## src/rtl/alu_ctrl_pkg.sv

```systemverilog
// alu_ctrl_pkg: shared state encoding, ALU mode codes and default width for the ALU arbiter
package alu_ctrl_pkg;
  typedef enum logic [2:0] {
    IDLE      = 3'd0,
    ISSUE     = 3'd1,
    WAIT_BUSY = 3'd2,
    WAIT_DONE = 3'd3,
    RESP      = 3'd4
  } state_t;
  localparam logic ALU_ADD = 1'b0;
  localparam logic ALU_SUB = 1'b1;
  localparam int DEF_WIDTH = 16;
endpackage

```

## src/rtl/alu_arbiter_rr_arb2.sv

```systemverilog
// rr_arb2: combinational two-way round-robin picker; the requester not served last wins a tie
module rr_arb2 (
  input  logic [1:0] req,
  input  logic       last,
  output logic       pick,
  output logic       valid
);
  always_comb begin
    valid = |req;
    pick = &req ? ~last : req[1];
  end
endmodule

```

## src/rtl/alu_arbiter.sv

```systemverilog
// alu_arbiter: shares one add/sub ALU between two requesters with round-robin grant and watchdog aborts
module alu_arbiter
  import alu_ctrl_pkg::*;
#(
  parameter int WIDTH    = DEF_WIDTH,
  parameter int ACK_WAIT = 4,
  parameter int TIMEOUT  = 64
) (
  input  logic             clk,
  input  logic             rst_n,
  input  logic             req0,
  input  logic             req1,
  input  logic [WIDTH-1:0] a0,
  input  logic [WIDTH-1:0] b0,
  input  logic [WIDTH-1:0] a1,
  input  logic [WIDTH-1:0] b1,
  input  logic             mode0,
  input  logic             mode1,
  output logic             gnt0,
  output logic             gnt1,
  output logic             done0,
  output logic             done1,
  output logic             err,
  output logic [WIDTH-1:0] result,
  output logic             alu_cs,
  output logic             alu_mode,
  output logic [WIDTH-1:0] alu_a,
  output logic [WIDTH-1:0] alu_b,
  input  logic [WIDTH-1:0] alu_bus,
  input  logic             alu_ready
);
  localparam int CW = $clog2(TIMEOUT + 1);
  state_t state, state_n;
  logic [CW-1:0] cnt;
  logic owner, last, err_q, pick, valid, start, ack_to, busy_to;
  rr_arb2 u_arb (.req({req1, req0}), .last(last), .pick(pick), .valid(valid));
  always_comb begin
    start = alu_ready && valid;
    ack_to = alu_ready && cnt == CW'(ACK_WAIT);
    busy_to = !alu_ready && cnt == CW'(TIMEOUT);
    state_n = state;
    case (state)
      IDLE:      state_n = start ? ISSUE : IDLE;
      ISSUE:     state_n = WAIT_BUSY;
      WAIT_BUSY: state_n = !alu_ready ? WAIT_DONE : ack_to ? RESP : WAIT_BUSY;
      WAIT_DONE: state_n = (alu_ready || busy_to) ? RESP : WAIT_DONE;
      default:   state_n = IDLE;
    endcase
    alu_cs = state == ISSUE;
    gnt0 = state != IDLE && !owner;
    gnt1 = state != IDLE && owner;
    done0 = state == RESP && !owner;
    done1 = state == RESP && owner;
    err = state == RESP && err_q;
  end
  // Only the falling edge of alu_ready matters in WAIT_BUSY; a high level just keeps the watchdog running
  always_ff @(posedge clk or negedge rst_n) begin
    if (!rst_n) begin
      state <= IDLE;
      cnt <= '0;
      owner <= 1'b0;
      last <= 1'b1;
      err_q <= 1'b0;
      alu_mode <= 1'b0;
      alu_a <= '0;
      alu_b <= '0;
      result <= '0;
    end else begin
      state <= state_n;
      case (state)
        IDLE: if (start) begin
          owner <= pick;
          alu_a <= pick ? a1 : a0;
          alu_b <= pick ? b1 : b0;
          alu_mode <= pick ? mode1 : mode0;
        end
        ISSUE: begin
          cnt <= '0;
          err_q <= 1'b0;
        end
        WAIT_BUSY: begin
          cnt <= alu_ready ? cnt + 1'b1 : '0;
          err_q <= ack_to;
        end
        WAIT_DONE: begin
          cnt <= cnt + 1'b1;
          result <= alu_ready ? alu_bus : busy_to ? '0 : result;
          err_q <= busy_to;
        end
        RESP: last <= owner;
        default: ;
      endcase
    end
  end
endmodule

```

## config.mk

```make
export PLATFORM = sky130hd
export DESIGN_NAME = alu_arbiter
export DESIGN_NICKNAME = d
export VERILOG_FILES = /design/src/rtl/alu_ctrl_pkg.sv /design/src/rtl/alu_arbiter_rr_arb2.sv /design/src/rtl/alu_arbiter.sv
export SDC_FILE = /design/constraint.sdc
export NUM_CORES = 1
export LEC_CHECK = 0
export BUFFER_PORTS_ARGS = -buffer_cell sky130_fd_sc_hd__buf_4
export CAP_MARGIN = 15
export CORE_ASPECT_RATIO = 0.75
export CORE_UTILIZATION = 46
export CTS_CLUSTER_SIZE = 8
export DETAILED_ROUTE_END_ITERATION = 16
export PLACE_DENSITY = 0.92
export SYNTH_ARGS = -nofsm -noshare
export SYNTH_HDL_FRONTEND = slang
export SYNTH_SLANG_ARGS = --single-unit
```

## constraint.sdc

```tcl
create_clock -name clk -period 2.3 [get_ports clk]
set_clock_uncertainty 0.2 [all_clocks]
set_input_delay 0.23 -clock clk [delete_from_list [all_inputs] [get_ports clk]]
set_output_delay 0.23 -clock clk [all_outputs]
set_load 0.02 [all_outputs]
```

==> reports/summary.txt, run 1 <==
Compound-Gate Fraction of Synth Area: 16.0%
Initial Util: 48.5%
PwrDens: 1200 nW/um^2
max-slew violations: 0
H-tree levels: 3
clock sink count: 62
mean number of vias per cell: 5.35
area delta synth->final: 61.6%
clock root cell: clkbuf_8
top-count cell post-synth: dfrtp_1
Hold Path Cell Cnt: 3
area share of and/or/nand/nor cells after synthesis: 12.0%
Synth top area share: 53.4%
GR Overflow Total: 0
Clock Latency Late Sink: 0.34 ns
Max Cap Violations: 0
antenna violations before repair: 0
xor and xnor area share after synthesis: 0%
global-route wire length before repair: 14.7 mm
largest net degree at the start of global routing: 63
Core Area: 5890 um^2
nets@finish: 538
Leak Pwr: 2.27 nW
final worst path period need: 2.24 ns
Reg2Reg Depth: 6
post-synthesis adder-cell area fraction: 0.876%
unrepaired setup endpoints after global routing: no
Vias: 2,847
final WL: 9.43 mm
outcome: completed
Max Freq: 0.447 GHz
maximum clock path buffer count: 2
Synth area leader: dfrtp_1
cts bufs inserted: 9
startpoint types: flop
critical path endpoint category: flop
vias in the first global route: 3,023
ANT nets after route: 0
DRC: 0
1st-pass router iterations: 4
fillers: 326
post-route setup slack: 0.0641 ns
Seq cells post-synth: 62
post-synthesis cell area: 2860 um^2
setup slack at placement: 0.423 ns
# rows: 24
post-DP HPWL: 5.33 mm
top post-synthesis cells by count: dfrtp_1, nor2_1, a21oi_1, mux2i_1, a22o_1
Yosys Warn Count: 0
final non-filler cell total: 532
crit-path max FO: 3
VDD IR-drop max: 0.718 mV
setup TNS: 0 ns
Placer Congestion: 0.877
IO Count: 142
Setup Buffers After CTS: 0
placed insts: 467
largest family of logic cells by synthesized area: compound AO/OA/AOI/OAI gates
average wire per standard cell: 17.7 um
Seq/Total Area, Yosys: 54.4%
share of flip-flops with an asynchronous set or reset: 100%
Synth Instances: 259
syn_nets: 348
Tightest Hold Check Type: in2reg
Worst Path Arrival: 2.29 ns
Die W: 93.0 um
post-synth cell types: 36
port buffer count: 141
layout cells sized above 1: 38.3%
Period Utilization, post-route: 97.2%
Primary FF master, synth: dfrtp_1
gr usage total: 30.0%
post-synthesis mux area share: 11.9%
main area contributors after synthesis: dfrtp_1, mux2i_1, a21oi_1
EDFF count, synth: 0
Die ar.: 6530 um^2
syn_area_per_cell: 11.0 um^2
n_diodes: 0
headroom to the max-slew limit: 48.8%
hold_ws: 0.0104 ns
CTS tree: yes
Clk pin slew, worst setup/hold paths: 0.08 ns
Initial DRC Count: 214
Worst Path Class, Setup: reg2reg
Die H: 70.2 um
final hold vios: 0
critical path required time: 2.36 ns
# setup viols final: 0
Tightest Pin Transition: 0.768 ns
## power by group
part,internal (mW),switching [mW],leakage (nW)
registers,1.57,0.359,0.734
clock network,0.425,0.460,0.0889
logic,1.22,1.50,1.45
total,3.21,2.32,2.27
## final cells by class
class                   instances  area [um^2]  area share, %
repair buffers                194         1580           34.3
flip-flops and latches         62         1550           33.6
multi-input cells             176         1180           25.5
clock buffers                  10          138           2.98
well taps                      78         97.6           2.11
clock inverters                 6         46.3           1.00
inverters                       6         22.5          0.488
## through the flow
step                power [mW]  cell area [um^2]  utilization [%]
finish                    5.54              4620             78.4
global route              5.80              4620             78.4
CTS                       5.40              4610             78.4
detailed placement        4.42              3940             66.9
global placement          4.33              3940             66.9
floorplan                 3.38              2860                -
## registers in the layout, summed over array words and instances (netlist names)
register  cells
alu_a        16
alu_b        16
alu_mode      1
cnt           7
err_q         1
last          1
owner         1
result       16
state         3
## cells in the final DEF (no fill, tap or decap), types with 2 or more instances in the layout
cell type / Yosys / layout
and3_1: 4 / 4
dfrtp_1: 61 / 61
nor2b_1: 2 / 2
mux2i_1: 34 / 34
a21oi_1: 35 / 35
a31o_2: 2 / 2
clkinv_4: 0 / 2
nor2_1: 41 / 41
a22o_1: 18 / 18
nand3_1: 3 / 3
o21ai_0: 7 / 7
inv_1: 6 / 6
nand2_1: 8 / 8
clkinvlp_4: 0 / 2
clkbuf_8: 0 / 10
a21o_1: 2 / 2
buf_4: 6 / 144
dlygate4sd3_1: 0 / 49
ha_1: 2 / 2
## per-layer routing
layer | track usage [%] | up-vias | share of wire, %
li1 | - | 1305 | -
met1 | 34.3 | 1364 | 37
met2 | 52.8 | 148 | 53
met3 | 7.19 | 30 | 6.9
met4 | 14.4 | 0 | 3.1
met5 | 0 | - | 0
## final timing paths
check                      slack [ns]        end       from
setup / recovery                 0.06      err_q     cnt[1]
hold / removal                   0.01   alu_b[4]      b1[4]
setup reg to reg                 0.06      err_q     cnt[1]
hold reg to reg                  0.31  result[1]  result[1]
max in group asynchronous        1.07   alu_b[6]      rst_n
min in group asynchronous        0.30  result[5]      rst_n
## worst max-delay path, cell delays in order, from the launching register on
cell,delay (ns)
dfrtp_1,0.42
inv_1,0.11
ha_1,0.17
nor4b_2,0.32
nor4b_1,0.54
nand2_1,0.20
o21ai_0,0.20
## timing repair
item,CTS,global route
endpoints found under the hold margin,96,0
setup endpoints to repair,0,1
hold buffers,49,0
resized for setup,0,1
## logic make-up (layout without fill, tap and decap cells)
family                     Yosys count  count (layout)
muxes                               34              34
and+or+nand+nor                     69              69
DFF                                 62              62
AOI/OAI and AO/OA                   71              71
adders and majority gates            2               2
buffers and inverters               21             216
(Power assumes the default switching activity.)
==> run 2, diff against run 1 <==
CELL_PAD_IN_SITES_DETAIL_PLACEMENT = 0   (was unset)
CELL_PAD_IN_SITES_GLOBAL_PLACEMENT = 1   (was unset)
CORE_UTILIZATION = 34   (was 46)
CTS_CLUSTER_DIAMETER = 120   (was unset)
==> run 2 against run 1 <==
  * The run now ends with hold timing left
  * Final cell count up 10%
  * Count of clock-buffer cells in the layout shrank 1
  * Die area up 34%
  * Worst setup slack better by 0.18 ns
  * Total power increased by 2.7%
  * Largest cell class unchanged
  * Largest power group unchanged
==> reports/summary.txt, run 2 (synthesized netlist as in run 1, its figures left out) <==
outcome: finished, violations left
failing checks: hold timing
Initial Util: 35.6%
clock root cell: clkbuf_8
post-route setup slack: 0.245 ns
sw frac: 39.0%
vias in the first global route: 2,708
gr usage total: 19.4%
DRC: 0
Regs by FF count: alu_a (16), alu_b (16), result (16)
Multi-input gate area: 1180 um^2
Period Utilization, post-route: 89.4%
PwrDens: 1140 nW/um^2
FF-to-FF setup slack: 0.24 ns
sw power: 2.22 mW
GR Overflow Total: 0
setup TNS: 0 ns
Vias: 2,716
final WL: 8.26 mm
1st-pass router iterations: 4
mean number of vias per cell: 4.64
Clock Latency Late Sink: 0.34 ns
# setup viols final: 0
internal power: 3.47 mW
post-DP HPWL: 4.89 mm
Seq pwr share: 33.4%
Core Area: 8020 um^2
Tightest Pin Transition: 0.796 ns
Tightest Hold Check Type: in2reg
IO Count: 142
Worst Path Arrival: 2.07 ns
Worst Path Class, Setup: reg2reg
metal2 WL: 4.27 mm
CTS tree: yes
flip-flop and latch area: 1550 um^2
commonest non-fill, non-tap cells in the layout: buf_4, dlygate4sd3_1, dfrtp_1
Max Freq: 0.487 GHz
placed insts: 492
Worst R2R End: alu_b[15]
metal3 WL: 407 um
final non-filler cell total: 585
antenna violations before repair: 0
Clk pin slew, worst setup/hold paths: 0.08 ns
Reg2Reg Depth: 5
final worst path period need: 2.06 ns
Die H: 81.4 um
Hold Path Cell Cnt: 3
Max Cap Violations: 0
critical path endpoint category: flop
logic gate share of total power: 47.2%
headroom to the max-slew limit: 46.9%
Placer Congestion: 0.799
unrepaired setup endpoints after global routing: no
area delta synth->final: 74.4%
Initial DRC Count: 106
H-tree levels: 3
maximum clock path buffer count: 2
cts bufs inserted: 9
Clock Power Share: 19.5%
Hold Crit Start: a1[5]
clock sink count: 62
largest net degree at the start of global routing: 69
area post-placement: 3980 um^2
nets@finish: 564
Die W: 108 um
reg2reg start: last
critical path required time: 2.32 ns
port buffer count: 141
setup slack at placement: 0.504 ns
# resized after CTS: 0
Worst Hold End: alu_a[5]
Highest Signal Layer: met4
startpoint types: flop
DRT met1 WL: 3.47 mm
fillers: 626
hold_ws: -0.00185 ns
n_diodes: 0
ANT nets after route: 0
layout cells sized above 1: 35.8%
VDD IR-drop max: 0.597 mV
global-route wire length before repair: 12.9 mm
Leak Pwr: 2.40 nW
final hold vios: 1
Final Instance Area: 4980 um^2
Die ar.: 8780 um^2
# rows: 28
crit-path max FO: 34
max-slew violations: 0
average wire per standard cell: 14.1 um
most common cell after layout, fill and taps aside: buf_4
run 2: changes by cell type in the layout (fill, tap and decap cells not counted), moves of 2 or more:
cell and delta:
buf_12 +2, bufinv_16 +2, buf_4 -3, dlygate4sd3_1 +28
run 2: worst max path at each step:
stage / start / endpoint / slack, ns / cells past startpoint
after global placement: cnt[0] / result[14] / 0.56 / 6
after floorplan: cnt[0] / result[10] / 0.55 / 7
final: last / alu_b[15] / 0.24 / 5
after global routing: last / alu_a[14] / 0.19 / 5
after detailed placement: cnt[0] / result[3] / 0.50 / 6
after CTS: last / alu_a[2] / 0.28 / 5
run 2: repair_timing:
item,in CTS,in global routing
endpoints found under the hold margin,109,0
endpoints found under the setup margin,0,0
buffers inserted,0,0
hold buffers,77,0
run 2: per-stage QoR:
step	total power, mW	util (%)
after detailed placement	4.43	49.6
after floorplan	3.38	-
final	5.69	62.1
after CTS	5.71	62.1
after global routing	6.04	62.1
after global placement	4.37	49.6
run 2: critical path: stages, from the launching register on:
cell	delay, ns
dfstp_2	0.39
a21boi_4	0.16
buf_12	0.25
mux2i_1	0.25
dlygate4sd3_1	0.58
a21oi_1	0.07
run 2: power by group through the flow:
stage | sequential (mW) | clock, mW | combinational [mW]
after floorplan | 2.36 | 0 | 1.02
after global placement | 1.90 | 0 | 2.47
after detailed placement | 1.90 | 0 | 2.53
after CTS | 1.89 | 1.14 | 2.68
after global routing | 1.97 | 1.18 | 2.88
final | 1.90 | 1.11 | 2.68
run 2: final cells by class:
class | instances | share of cell area [%]
repair buffers | 220 | 37.5
flip-flops and latches | 62 | 31.2
multi-input cells | 176 | 23.6
well taps | 105 | 2.64
clock buffers | 9 | 2.49
clock inverters | 7 | 2.11
inverters | 6 | 0.452
run 2: routing by layer:
metal / vias up / GRT usage (%)
met5: - / 0
met4: 0 / 7.81
met3: 10 / 5.22
met2: 82 / 34.1
met1: 1268 / 22.6
li1: 1356 / -
